## src/rtl/instr_prefetch_buffer_pkg.sv

```systemverilog
`default_nettype none
// ============================================================================
// Module      : instr_prefetch_buffer_pkg
// Description : Shared types and constants for the instruction prefetch
//               front-end. This includes the fetch FSM state encoding and the
//               canonical RV32 NOP.
// Revision    : 1.0 - initial release
// ============================================================================
package instr_prefetch_buffer_pkg;

  // Fetch FSM states
  typedef enum logic [1:0] {
    BOOT  = 2'd0,
    FETCH = 2'd1,
    DRAIN = 2'd2
  } fetch_state_t;

  // addi x0, x0, 0
  localparam logic [31:0] NOP = 32'h0000_0013;

  // Instruction word width
  localparam int INSTR_W = 32;

endpackage
`default_nettype wire

```

## src/rtl/instr_prefetch_buffer_sync_fifo.sv

```systemverilog
`default_nettype none
// ============================================================================
// Module      : sync_fifo
// Description : Single-clock FIFO with flush. It holds {pc, instr} entries for
//               the prefetch buffer. Push is accepted when full only if a pop
//               happens in the same cycle. Flush overrides push and pop.
// Revision    : 1.0 - initial release
// ============================================================================
module sync_fifo #(
  parameter int WIDTH = 64,
  parameter int DEPTH = 4,
  localparam int PTR_W = (DEPTH > 1) ? $clog2(DEPTH) : 1,
  localparam int CNT_W = $clog2(DEPTH + 1)
) (
  input  logic             clk,
  input  logic             rst,
  input  logic             push,
  input  logic             pop,
  input  logic             flush,
  input  logic [WIDTH-1:0] wdata,
  output logic [WIDTH-1:0] rdata,
  output logic             full,
  output logic             empty,
  output logic [CNT_W-1:0] count
);

  logic [WIDTH-1:0] mem_q [DEPTH];
  logic [PTR_W-1:0] rd_ptr_q, rd_ptr_d;
  logic [PTR_W-1:0] wr_ptr_q, wr_ptr_d;
  logic [CNT_W-1:0] count_q, count_d;
  logic             do_push;
  logic             do_pop;

  assign full    = (count_q == CNT_W'(DEPTH));
  assign empty   = (count_q == '0);
  assign count   = count_q;
  assign do_pop  = pop && !empty;
  assign do_push = push && (!full || do_pop);
  assign rdata   = mem_q[rd_ptr_q];

  // Next pointer and occupancy, with flush taking priority
  always_comb begin
    rd_ptr_d = rd_ptr_q;
    wr_ptr_d = wr_ptr_q;
    count_d  = count_q;
    if (flush) begin
      rd_ptr_d = '0;
      wr_ptr_d = '0;
      count_d  = '0;
    end else begin
      if (do_push) wr_ptr_d = wr_ptr_q + PTR_W'(1);
      if (do_pop)  rd_ptr_d = rd_ptr_q + PTR_W'(1);
      if (do_push && !do_pop)      count_d = count_q + CNT_W'(1);
      else if (!do_push && do_pop) count_d = count_q - CNT_W'(1);
    end
  end

  // Pointer and count registers
  always_ff @(posedge clk) begin
    if (rst) begin
      rd_ptr_q <= '0;
      wr_ptr_q <= '0;
      count_q  <= '0;
    end else begin
      rd_ptr_q <= rd_ptr_d;
      wr_ptr_q <= wr_ptr_d;
      count_q  <= count_d;
    end
  end

  // Storage writes (no reset needed, occupancy gates reads)
  always_ff @(posedge clk) begin
    if (do_push && !flush) begin
      mem_q[wr_ptr_q] <= wdata;
    end
  end

endmodule
`default_nettype wire

```

## src/rtl/instr_prefetch_buffer.sv

```systemverilog
`default_nettype none
// ============================================================================
// Module      : instr_prefetch_buffer
// Description : Instruction fetch front-end. It issues sequential word fetches
//               to a pipelined, variable-latency memory and buffers up to DEPTH
//               PC-tagged instructions for the IF stage. On a redirect it
//               flushes and discards in-flight responses before restarting.
// Revision    : 1.0 - initial release
// ============================================================================
module instr_prefetch_buffer
  import instr_prefetch_buffer_pkg::*;
#(
  parameter int DEPTH  = 4,
  parameter int ADDR_W = 32
) (
  input  logic              clk,
  input  logic              rst,
  input  logic [ADDR_W-1:0] boot_addr,
  input  logic              redirect_valid,
  input  logic [ADDR_W-1:0] redirect_pc,
  output logic              mem_req_valid,
  input  logic              mem_req_ready,
  output logic [ADDR_W-1:0] mem_req_addr,
  input  logic              mem_rsp_valid,
  input  logic [31:0]       mem_rsp_data,
  output logic              inst_valid,
  input  logic              inst_ready,
  output logic [31:0]       inst_data,
  output logic [ADDR_W-1:0] inst_pc
);

  localparam int CNT_W   = $clog2(DEPTH + 1);
  localparam int SUM_W   = CNT_W + 1;
  localparam int ENTRY_W = INSTR_W + ADDR_W;

  fetch_state_t      state_q, state_d;
  logic [ADDR_W-1:0] fetch_pc_q, fetch_pc_d;
  logic [ADDR_W-1:0] rsp_pc_q, rsp_pc_d;
  logic [CNT_W-1:0]  outstanding_q, outstanding_d;
  logic [CNT_W-1:0]  discard_q, discard_d;

  logic [CNT_W-1:0]   fifo_count;
  logic               fifo_full;
  logic               fifo_empty;
  logic [ENTRY_W-1:0] fifo_rdata;

  logic              credit_ok;
  logic              req_fire;
  logic              rsp_push;
  logic              inst_pop;
  logic [ADDR_W-1:0] boot_aligned;
  logic [ADDR_W-1:0] redirect_aligned;
  logic              unused_addr_lsbs;

  assign boot_aligned     = {boot_addr[ADDR_W-1:2], 2'b00};
  assign redirect_aligned = {redirect_pc[ADDR_W-1:2], 2'b00};
  assign unused_addr_lsbs = ^{boot_addr[1:0], redirect_pc[1:0]};

  // Fetch credit: in-flight words plus buffered words never exceed DEPTH,
  // so a response always finds room in the buffer.
  assign credit_ok     = (SUM_W'(outstanding_q) + SUM_W'(fifo_count)) < SUM_W'(DEPTH);
  assign mem_req_valid = !rst && (state_q == FETCH) && credit_ok && !redirect_valid;
  assign mem_req_addr  = fetch_pc_q;
  assign req_fire      = mem_req_valid && mem_req_ready;

  // Responses are dropped while old requests are being discarded, and also
  // in a redirect cycle.
  assign rsp_push = mem_rsp_valid && (discard_q == '0) && !redirect_valid;

  assign inst_valid = !fifo_empty && !redirect_valid && !rst;
  assign inst_pop   = inst_valid && inst_ready;
  assign inst_data  = inst_valid ? fifo_rdata[INSTR_W-1:0] : NOP;
  assign inst_pc    = inst_valid ? fifo_rdata[ENTRY_W-1:INSTR_W] : '0;

  sync_fifo #(
    .WIDTH (ENTRY_W),
    .DEPTH (DEPTH)
  ) u_fifo (
    .clk   (clk),
    .rst   (rst),
    .push  (rsp_push),
    .pop   (inst_pop),
    .flush (redirect_valid),
    .wdata ({rsp_pc_q, mem_rsp_data}),
    .rdata (fifo_rdata),
    .full  (fifo_full),
    .empty (fifo_empty),
    .count (fifo_count)
  );

  // Next-state for counters, PCs and FSM (redirect has highest priority)
  always_comb begin
    outstanding_d = outstanding_q;
    discard_d     = discard_q;
    fetch_pc_d    = fetch_pc_q;
    rsp_pc_d      = rsp_pc_q;
    state_d       = state_q;

    if (req_fire && !mem_rsp_valid)      outstanding_d = outstanding_q + CNT_W'(1);
    else if (!req_fire && mem_rsp_valid) outstanding_d = outstanding_q - CNT_W'(1);

    if (mem_rsp_valid && (discard_q != '0)) discard_d = discard_q - CNT_W'(1);

    if (req_fire) fetch_pc_d = fetch_pc_q + ADDR_W'(4);
    if (rsp_push) rsp_pc_d   = rsp_pc_q + ADDR_W'(4);

    if (redirect_valid) begin
      fetch_pc_d = redirect_aligned;
      rsp_pc_d   = redirect_aligned;
      // While draining, every in-flight word is already being discarded.
      if (state_q != DRAIN) discard_d = outstanding_d;
    end

    case (state_q)
      BOOT:    state_d = FETCH;
      FETCH:   if (redirect_valid && (outstanding_d != '0)) state_d = DRAIN;
      DRAIN:   if (discard_d == '0) state_d = FETCH;
      default: state_d = BOOT;
    endcase
  end

  // State registers
  always_ff @(posedge clk) begin
    if (rst) begin
      state_q       <= BOOT;
      fetch_pc_q    <= boot_aligned;
      rsp_pc_q      <= boot_aligned;
      outstanding_q <= '0;
      discard_q     <= '0;
    end else begin
      state_q       <= state_d;
      fetch_pc_q    <= fetch_pc_d;
      rsp_pc_q      <= rsp_pc_d;
      outstanding_q <= outstanding_d;
      discard_q     <= discard_d;
    end
  end

`ifndef SYNTHESIS
  // The credit scheme must keep responses away from a full buffer
  a_no_rsp_when_full : assert property (@(posedge clk) disable iff (rst)
    !(mem_rsp_valid && fifo_full));
`endif

endmodule
`default_nettype wire

```

## config.mk

```make
export PLATFORM = sky130hd
export DESIGN_NAME = instr_prefetch_buffer
export DESIGN_NICKNAME = d
export VERILOG_FILES = /design/src/rtl/instr_prefetch_buffer_pkg.sv /design/src/rtl/instr_prefetch_buffer_sync_fifo.sv /design/src/rtl/instr_prefetch_buffer.sv
export SDC_FILE = /design/constraint.sdc
export NUM_CORES = 1
export LEC_CHECK = 0
export ABC_CLOCK_PERIOD_IN_PS = 7300
export BUFFER_PORTS_ARGS = -buffer_cell sky130_fd_sc_hd__buf_2
export CORE_MARGIN = 5
export CORE_UTILIZATION = 45
export DETAILED_ROUTE_END_ITERATION = 16
export PLACE_DENSITY = 0.67
export SLEW_MARGIN = 20
export SYNTH_ARGS = -nofsm -noshare
export SYNTH_HDL_FRONTEND = slang
export SYNTH_HIERARCHICAL = 1
export SYNTH_SLANG_ARGS = --single-unit
```

## constraint.sdc

```tcl
create_clock -name clk -period 7.3 [get_ports clk]
set_input_delay 0.365 -clock clk [delete_from_list [all_inputs] [get_ports clk]]
set_output_delay 0.365 -clock clk [all_outputs]
set_load 0.05 [all_outputs]
```

Yosys cells after proc, flatten, opt, wreduce, memory -nomap -nowiden
Memories as Yosys holds them, arrays and structs flattened. A register that Yosys moved wholly into a read port is not among the register bits.
Index checks and enable logic that the tools add are counted.
{"block": "classes", "n_addsub": 10, "magnitude_cmp": 1, "eq_ne": 6, "muxes": 22, "n_reduce_logical": 38}
{"operator": "$mux 32", "count": 8}
{"operator": "$add 32x3->32 const B", "count": 2}
{"operator": "$mux 3", "count": 7}
{"operator": "$logic_and 1x1->1", "count": 18}
{"operator": "$reduce_bool 3->1", "count": 4}
{"operator": "$logic_not 3->1", "count": 3}
{"operator": "$sub 3x1->3 const B", "count": 3}
{"operator": "$logic_not 1->1", "count": 8}
{"operator": "$mux 2", "count": 4}
{"operator": "$add 3x1->3 const B", "count": 2}
{"operator": "$pmux 2 s3", "count": 1}
{"operator": "$add 2x1->2 const B", "count": 2}
{"operator": "$add 3x3->4", "count": 1}
{"operator": "$lt 4x3->1 const B", "count": 1}
{"operator": "$ne 2x2->1 const B", "count": 2}
{"operator": "$eq 3x3->1 const B", "count": 1}
{"operator": "$eq 2x1->1 const B", "count": 1}
{"operator": "$eq 2x2->1 const B", "count": 1}
{"operator": "$logic_not 2->1", "count": 1}
{"operator": "$mux 1", "count": 2}
{"operator": "$ne 2x1->1 const B", "count": 1}
{"operator": "$reduce_and 2->1", "count": 1}
{"operator": "$reduce_bool 2->1", "count": 1}
{"operator": "$reduce_or 2->1", "count": 1}
{"operator": "$logic_or 1x1->1", "count": 1}
{"block": "word_totals", "register_bits": 79, "ramBits": 256, "in_bits": 102, "out_inout_bits": 98, "elab_cells": 88, "memories": 1}
{"name": "u_fifo.mem_q", "depth": 4, "width": 64, "rd": 1, "rd_clocked_by_memory_dff": 1, "write_ports": 1, "line_no": "instr_prefetch_buffer_sync_fifo.sv:27", "text": "logic [WIDTH-1:0] mem_q [DEPTH];"}

Logic depth before layout (Yosys ltp)
{"block": "logic_depth", "word_depth": 14, "ltp_mapped": 13, "mapped_depth_nobuf": 12}

Modules after synthesis
Netlist, hierarchy kept.
{"mod": "sync_fifo", "instances": 1, "cells_each": 386, "area_each_um2": 9791.9, "seq_area_each_um2": 7867.5}
{"mod": "instr_prefetch_buffer", "instances": 1, "cells_each": 561, "area_each_um2": 4899.7, "seq_area_each_um2": 1961.9}

Worst setup path after synthesis
Ideal clock, no wire load.
{"block": "synth_path", "path_type": "input to register", "from": "input redirect_valid", "to": "memory u_fifo.mem_q[1][0] (enable)", "t_arrival_ns": 6.156, "required_ns": 6.722, "slack_ns": 0.567, "path_stages": 7, "path_cell_list": "or2_1 > clkbuf_1 > nor2_1 > and2_1 > or4b_4 > nand2_2 > nor3b_1"}
{"block": "synth_via", "elab_chain_len": 10, "word_cells_on_any_way": 11, "classes_between": "mux (2); reduce/logical (9)"}
{"element": "from (decl)", "line_no": "instr_prefetch_buffer.sv:19", "text": "input logic redirect_valid,"}
{"element": "$logic_not 1->1", "line_no": "instr_prefetch_buffer.sv:70", "text": "assign inst_valid = !fifo_empty && !redirect_valid && !rst;"}
{"element": "$logic_and 1x1->1 (2 in a row)", "line_no": "instr_prefetch_buffer.sv:70"}
{"element": "$logic_and 1x1->1", "line_no": "instr_prefetch_buffer.sv:71", "text": "assign inst_pop = inst_valid && inst_ready;"}
{"element": "net inst_pop", "line_no": "instr_prefetch_buffer.sv:50", "text": "logic inst_pop;"}
{"element": "$logic_and 1x1->1", "line_no": "instr_prefetch_buffer_sync_fifo.sv:37", "text": "assign do_pop = pop && !empty;"}
{"element": "$logic_or 1x1->1", "line_no": "instr_prefetch_buffer_sync_fifo.sv:38", "text": "assign do_push = push && (!full || do_pop);"}
{"element": "$logic_and 1x1->1", "line_no": "instr_prefetch_buffer_sync_fifo.sv:38"}
{"element": "$logic_and 1x1->1", "line_no": "instr_prefetch_buffer_sync_fifo.sv:73", "text": "if (do_push && !flush) begin"}
{"element": "$mux 1", "line_no": "instr_prefetch_buffer_sync_fifo.sv:73"}
{"element": "$mux 1 (implied by the code)", "line_no": "instr_prefetch_buffer_sync_fifo.sv:74", "text": "mem_q[wr_ptr_q] <= wdata;"}
{"element": "to (decl)", "line_no": "instr_prefetch_buffer_sync_fifo.sv:27"}
The timed path passes the listed nets, and every way through them passes these cells.

Final worst setup path
{"block": "layout_path", "from": "register u_fifo.count_q[0] (netlist: u_fifo/count[0])", "to": "register u_fifo.count_q[2] (netlist: u_fifo/count[2])"}
{"block": "layout_via", "elab_chain_len": 11, "word_cells_on_any_way": 19, "classes_between": "add/sub (2); eq/ne (1); mux (2); reduce/logical (14)"}
{"element": "from (decl)", "line_no": "instr_prefetch_buffer_sync_fifo.sv:30", "text": "logic [CNT_W-1:0] count_q, count_d;"}
{"element": "from (signal assigned)", "line_no": "instr_prefetch_buffer_sync_fifo.sv:67", "text": "count_q <= count_d;"}
{"element": "$logic_not 3->1 (*)", "line_no": "instr_prefetch_buffer_sync_fifo.sv:35", "text": "assign empty = (count_q == '0);"}
{"element": "net fifo_empty", "line_no": "instr_prefetch_buffer.sv:44", "text": "logic fifo_empty;"}
{"element": "$logic_not 1->1 (*)", "line_no": "instr_prefetch_buffer.sv:70"}
{"element": "$logic_and 1x1->1 (*) (2 in a row)", "line_no": "instr_prefetch_buffer.sv:70"}
{"element": "$logic_and 1x1->1 (*)", "line_no": "instr_prefetch_buffer.sv:71"}
{"element": "net inst_pop", "line_no": "instr_prefetch_buffer.sv:50"}
{"element": "$logic_and 1x1->1 (*)", "line_no": "instr_prefetch_buffer_sync_fifo.sv:37"}
{"element": "$logic_or 1x1->1", "line_no": "instr_prefetch_buffer_sync_fifo.sv:38"}
{"element": "$logic_and 1x1->1", "line_no": "instr_prefetch_buffer_sync_fifo.sv:38"}
{"element": "$logic_not 1->1", "line_no": "instr_prefetch_buffer_sync_fifo.sv:54", "text": "else if (!do_push && do_pop) count_d = count_q - CNT_W'(1);"}
{"element": "$logic_and 1x1->1", "line_no": "instr_prefetch_buffer_sync_fifo.sv:54"}
{"element": "$reduce_bool 2->1 (no line)"}
The timed path passes the listed nets; every way through them passes the cells marked *. The select of a mux whose other input is x is not followed.
A chain may end at the register's enable or synchronous reset.

==> out/metrics.sh <==
FINAL_MAX_SLEW_VIOL_COUNT=0
WORSTREG2REGSTART='u_fifo/count[0]$_SDFFE_PP0P_'
TIMING.CRITICAL_PATH.FROM_TYPE='flop'
AVGVIACOUNTPERCELL=5.26
SHARE_SEQ_OF_TOTAL_POWER_PCT=51.2
STANDBY_LEAKAGE_POWER_nW=6.17
P_COMB_SHARE_PCT=8.0
OVERALL_DIE_AREA_UM2=36300
NUM-NETS-FINAL=1269
DPL_HPWL_UM=18900
GRT.OVERFLOW.TOTAL=0
WORST_SKEW_PAIR.LATE_LATENCY_PS=510
POST_SYNTH_INSTANCE_AREA_UM2=14700
TRITONCTS_CLOCK_TREE='done'
NUMBER_OF_GATES_ON_THE_WORST_PATH_WITH_BUFFERS_COUNTED=13
YOSYS_WARNING_TOTAL=6
DIE_X_UM=191
R2R_CELLS=13
CTS_MAX_LEVEL=2
START_UTIL_PCT=45.4
FP.DIEH_UM=191
FINALHOLDVIOLCOUNT=0
CTSROOTBUFFERMASTER='sky130_fd_sc_hd__clkbuf_16'
REG2REG_TO='u_fifo/count[2]$_SDFFE_PP0P_'
CRITICAL_PATH.TOP_DELAY_FAMILY='simple AND/OR/NAND/NOR gates'
POWER.CLOCK.FRACTION_PCT=40.8
INITIAL_ANTENNA_VIOLATION_COUNT=0
MAX_FREQ_MHz=270
TOTALNEGATIVESETUPSLACK_PS=0
PERIOD_NEEDED_PS=3710
WORST_SETUP_PATH_END_KIND='flop'
FINAL.PERIOD_UTILIZATION_PCT=50.8
CRIT_REQUIRED_PS=7750
WORSTSETUPSTARTPOINT='u_fifo/count[0]$_SDFFE_PP0P_'
DETAILEDROUTE.FIRSTPASSITERATIONCOUNT=5
TIMING.CRITICAL_PATH.MODE_CELL='sky130_fd_sc_hd__inv_1'
HOLD_PATH_CLASS='primary input to flop'
CLK_PIN_SLEW_PS=60
WORSTSETUPPATHTYPE='flop to flop'
GRT_PASS1_WL_UM=47900
SETUP_REPAIR_AFTER_GLOBAL_ROUTING_MISSED_ITS_MARGIN='false'
PIN_COUNT_OF_THE_BIGGEST_NET_ENTERING_GLOBAL_ROUTING=70
SETUP_VIOL_COUNT_FINAL=0
ANTENNA_CELLS=0
POWER_PER_CELL_AREA_nW_PER_UM2=256
REMAINING_DRC_ERRORS=0
MAX-CAP-VIOLATIONS=0
POST_ROUTE_ANTENNA_NET_VIOLATION_COUNT=0
WIRELENGTH_UM=30200
PATH_BUF_INV=3
ROUTE.VIAS.TOTAL=8534
DRIVE_ABOVE_1_SHARE_PCT=29.2
CTS_REPAIR_RESIZE_COUNT=0
HOLDBUFCOUNTCTS=0
POSTCTSSETUPREPAIRBUFS=0
RRSETUPSLACK_PS=3590
TIMING.CRITICAL_PATH.FANOUT_MAX=63
P_SWITCHING_mW=1.02
INTERNAL_POWER_mW=3.40
WORST_SLEW_PIN_SLEW_PS=1050
INITIALDRTVIOLATIONCOUNT=527
RELSLEWSLACK_PCT=29.4
MULTI_INPUT_COMB_AREA_UM2=4500
CLOCKBUFFERDEPTH=3
AVGSYNTHCELLAREA_UM2=15.5
POST_SYNTH_INST_COUNT=946
IO_PINS=200
TIMING.CRITICAL_PATH.SLOWEST_CELL_DELAY_PS=880
CPMAXSTAGEDELAYCELL='sky130_fd_sc_hd__nor3_1'
PRE_CTS_WS_PS=3470
FINALWEIGHTEDCONGESTION=0.833
CORE_AREA_UM2=32400
CLKSINKCOUNT=333
RUN_STATUS='finished, final reports clean'
WORST-ENDPOINT-ARRIVAL_PS=4150
AREA_GROWTH_SYN_TO_LAYOUT_PCT=17.5
GLOBALROUTETOTALUTIL_PCT=16.7
IO_BUFFERS=193
COUNT_OF_STANDARD_CELL_ROWS=66
CTS-BUFFERS-INSERTED=35
POST-ROUTE-WORST-SETUP-SLACK_PS=3590
CLOCK-SKEW-FINAL_PS=15.5
ROUTEDWLPERCELL_UM=18.6
VDD_IR_DROP_MAX_mV=0.145
REGAREA_UM2=9840
WORSTSETUPENDPOINT='u_fifo/count[2]$_SDFFE_PP0P_'
POWER.SWITCHING_FRACTION_PCT=23.1
LAYOUT_FILLER_CELL_COUNT=2754
PATH_CELLS='nor3_1, nor2_4, buf_4, and2_1, or4b_4, nand2_2, inv_1, ha_1, inv_1, fa_1, xor2_1, or3_1, a21oi_1'
GRT_PASS1_VIAS=8739
[flip-flops by register name (all words and copies together) (netlist names), named ones only]
signal and flops:
mem_req_addr 30, outstanding_q 3, u_fifo/rd_ptr_q 2, rsp_pc_q 30, u_fifo/mem_q 256, u_fifo/count 3
state_q 2, discard_q 3, u_fifo/wr_ptr_q 2
[how the worst min path moves through the flow]
stage	start	endpoint	depth (start not counted)
6_report	mem_rsp_data[6]	u_fifo/mem_q[2][6]$_DFFE_PP_	1
5_1_grt	mem_rsp_data[11]	u_fifo/mem_q[2][11]$_DFFE_PP_	1
4_1_cts	mem_rsp_data[11]	u_fifo/mem_q[3][11]$_DFFE_PP_	1
3_5_place_dp	u_fifo/wr_ptr_q[0]$_SDFFE_PP0N_	u_fifo/wr_ptr_q[0]$_SDFFE_PP0N_	2
3_3_place_gp	u_fifo/rd_ptr_q[1]$_SDFFE_PP0N_	flop	2
2_1_floorplan	mem_rsp_data[0]	u_fifo/mem_q[0][0]$_DFFE_PP_	0
[placed cells by master (no fill, tap or decap), drive strengths merged, types with 9 or more instances in the layout]
master,instances
a21o,10
a21oi,23
a22oi,14
and2,65
and3,12
buf,205
clkbuf,45
clkinv,12
conb,10
dfxtp,17
edfxtp,316
ha,13
inv,34
mux4,64
nand2,52
nand3,30
nand4,19
nor2,32
nor3,16
nor4,9
o21ai,63
xnor2,29
xor2,31
[power groups by stage]
stage                     registers (mW)  logic, mW  clock network, mW
after floorplan                     2.34      0.188                  0
after global placement              2.30      0.349                  0
after detailed placement            2.30      0.356                  0
after CTS                           2.26      0.357               1.85
after global routing                2.27      0.387               1.94
final                               2.26      0.353               1.80
[area by class of cell]
cell class | instances | area share, %
clock inverter | 19 | 1.36
multi-input combinational | 545 | 26.1
inverter | 33 | 0.718
clock buffer | 45 | 5.48
tap | 442 | 3.21
timing repair buffer | 205 | 6.12
sequential | 333 | 57.0
[routing by layer]
layer  vias to the layer above  GRT usage (%)  routed length (µm)
li1                       4040              -                   -
met1                      4160           24.3               13700
met2                       295           26.3               13900
met3                        39           3.41                2050
met4                         0           3.67                 521
met5                         -              0                   0
[metrics by stage]
stage                     cell area (µm²)  util, %  cells  power (mW)  hold slack [ps]
final                               17300     53.3   1622        4.42             72.1
after global routing                17300     53.3   1622        4.60             42.5
after CTS                           17300     53.3   1622        4.47             41.3
after detailed placement            16100     49.6   1558        2.66              515
after global placement              16100     49.6   1558        2.65              499
after floorplan                     14700        -    955        2.53              464
Note: power is estimated with default switching activity, not from simulation.
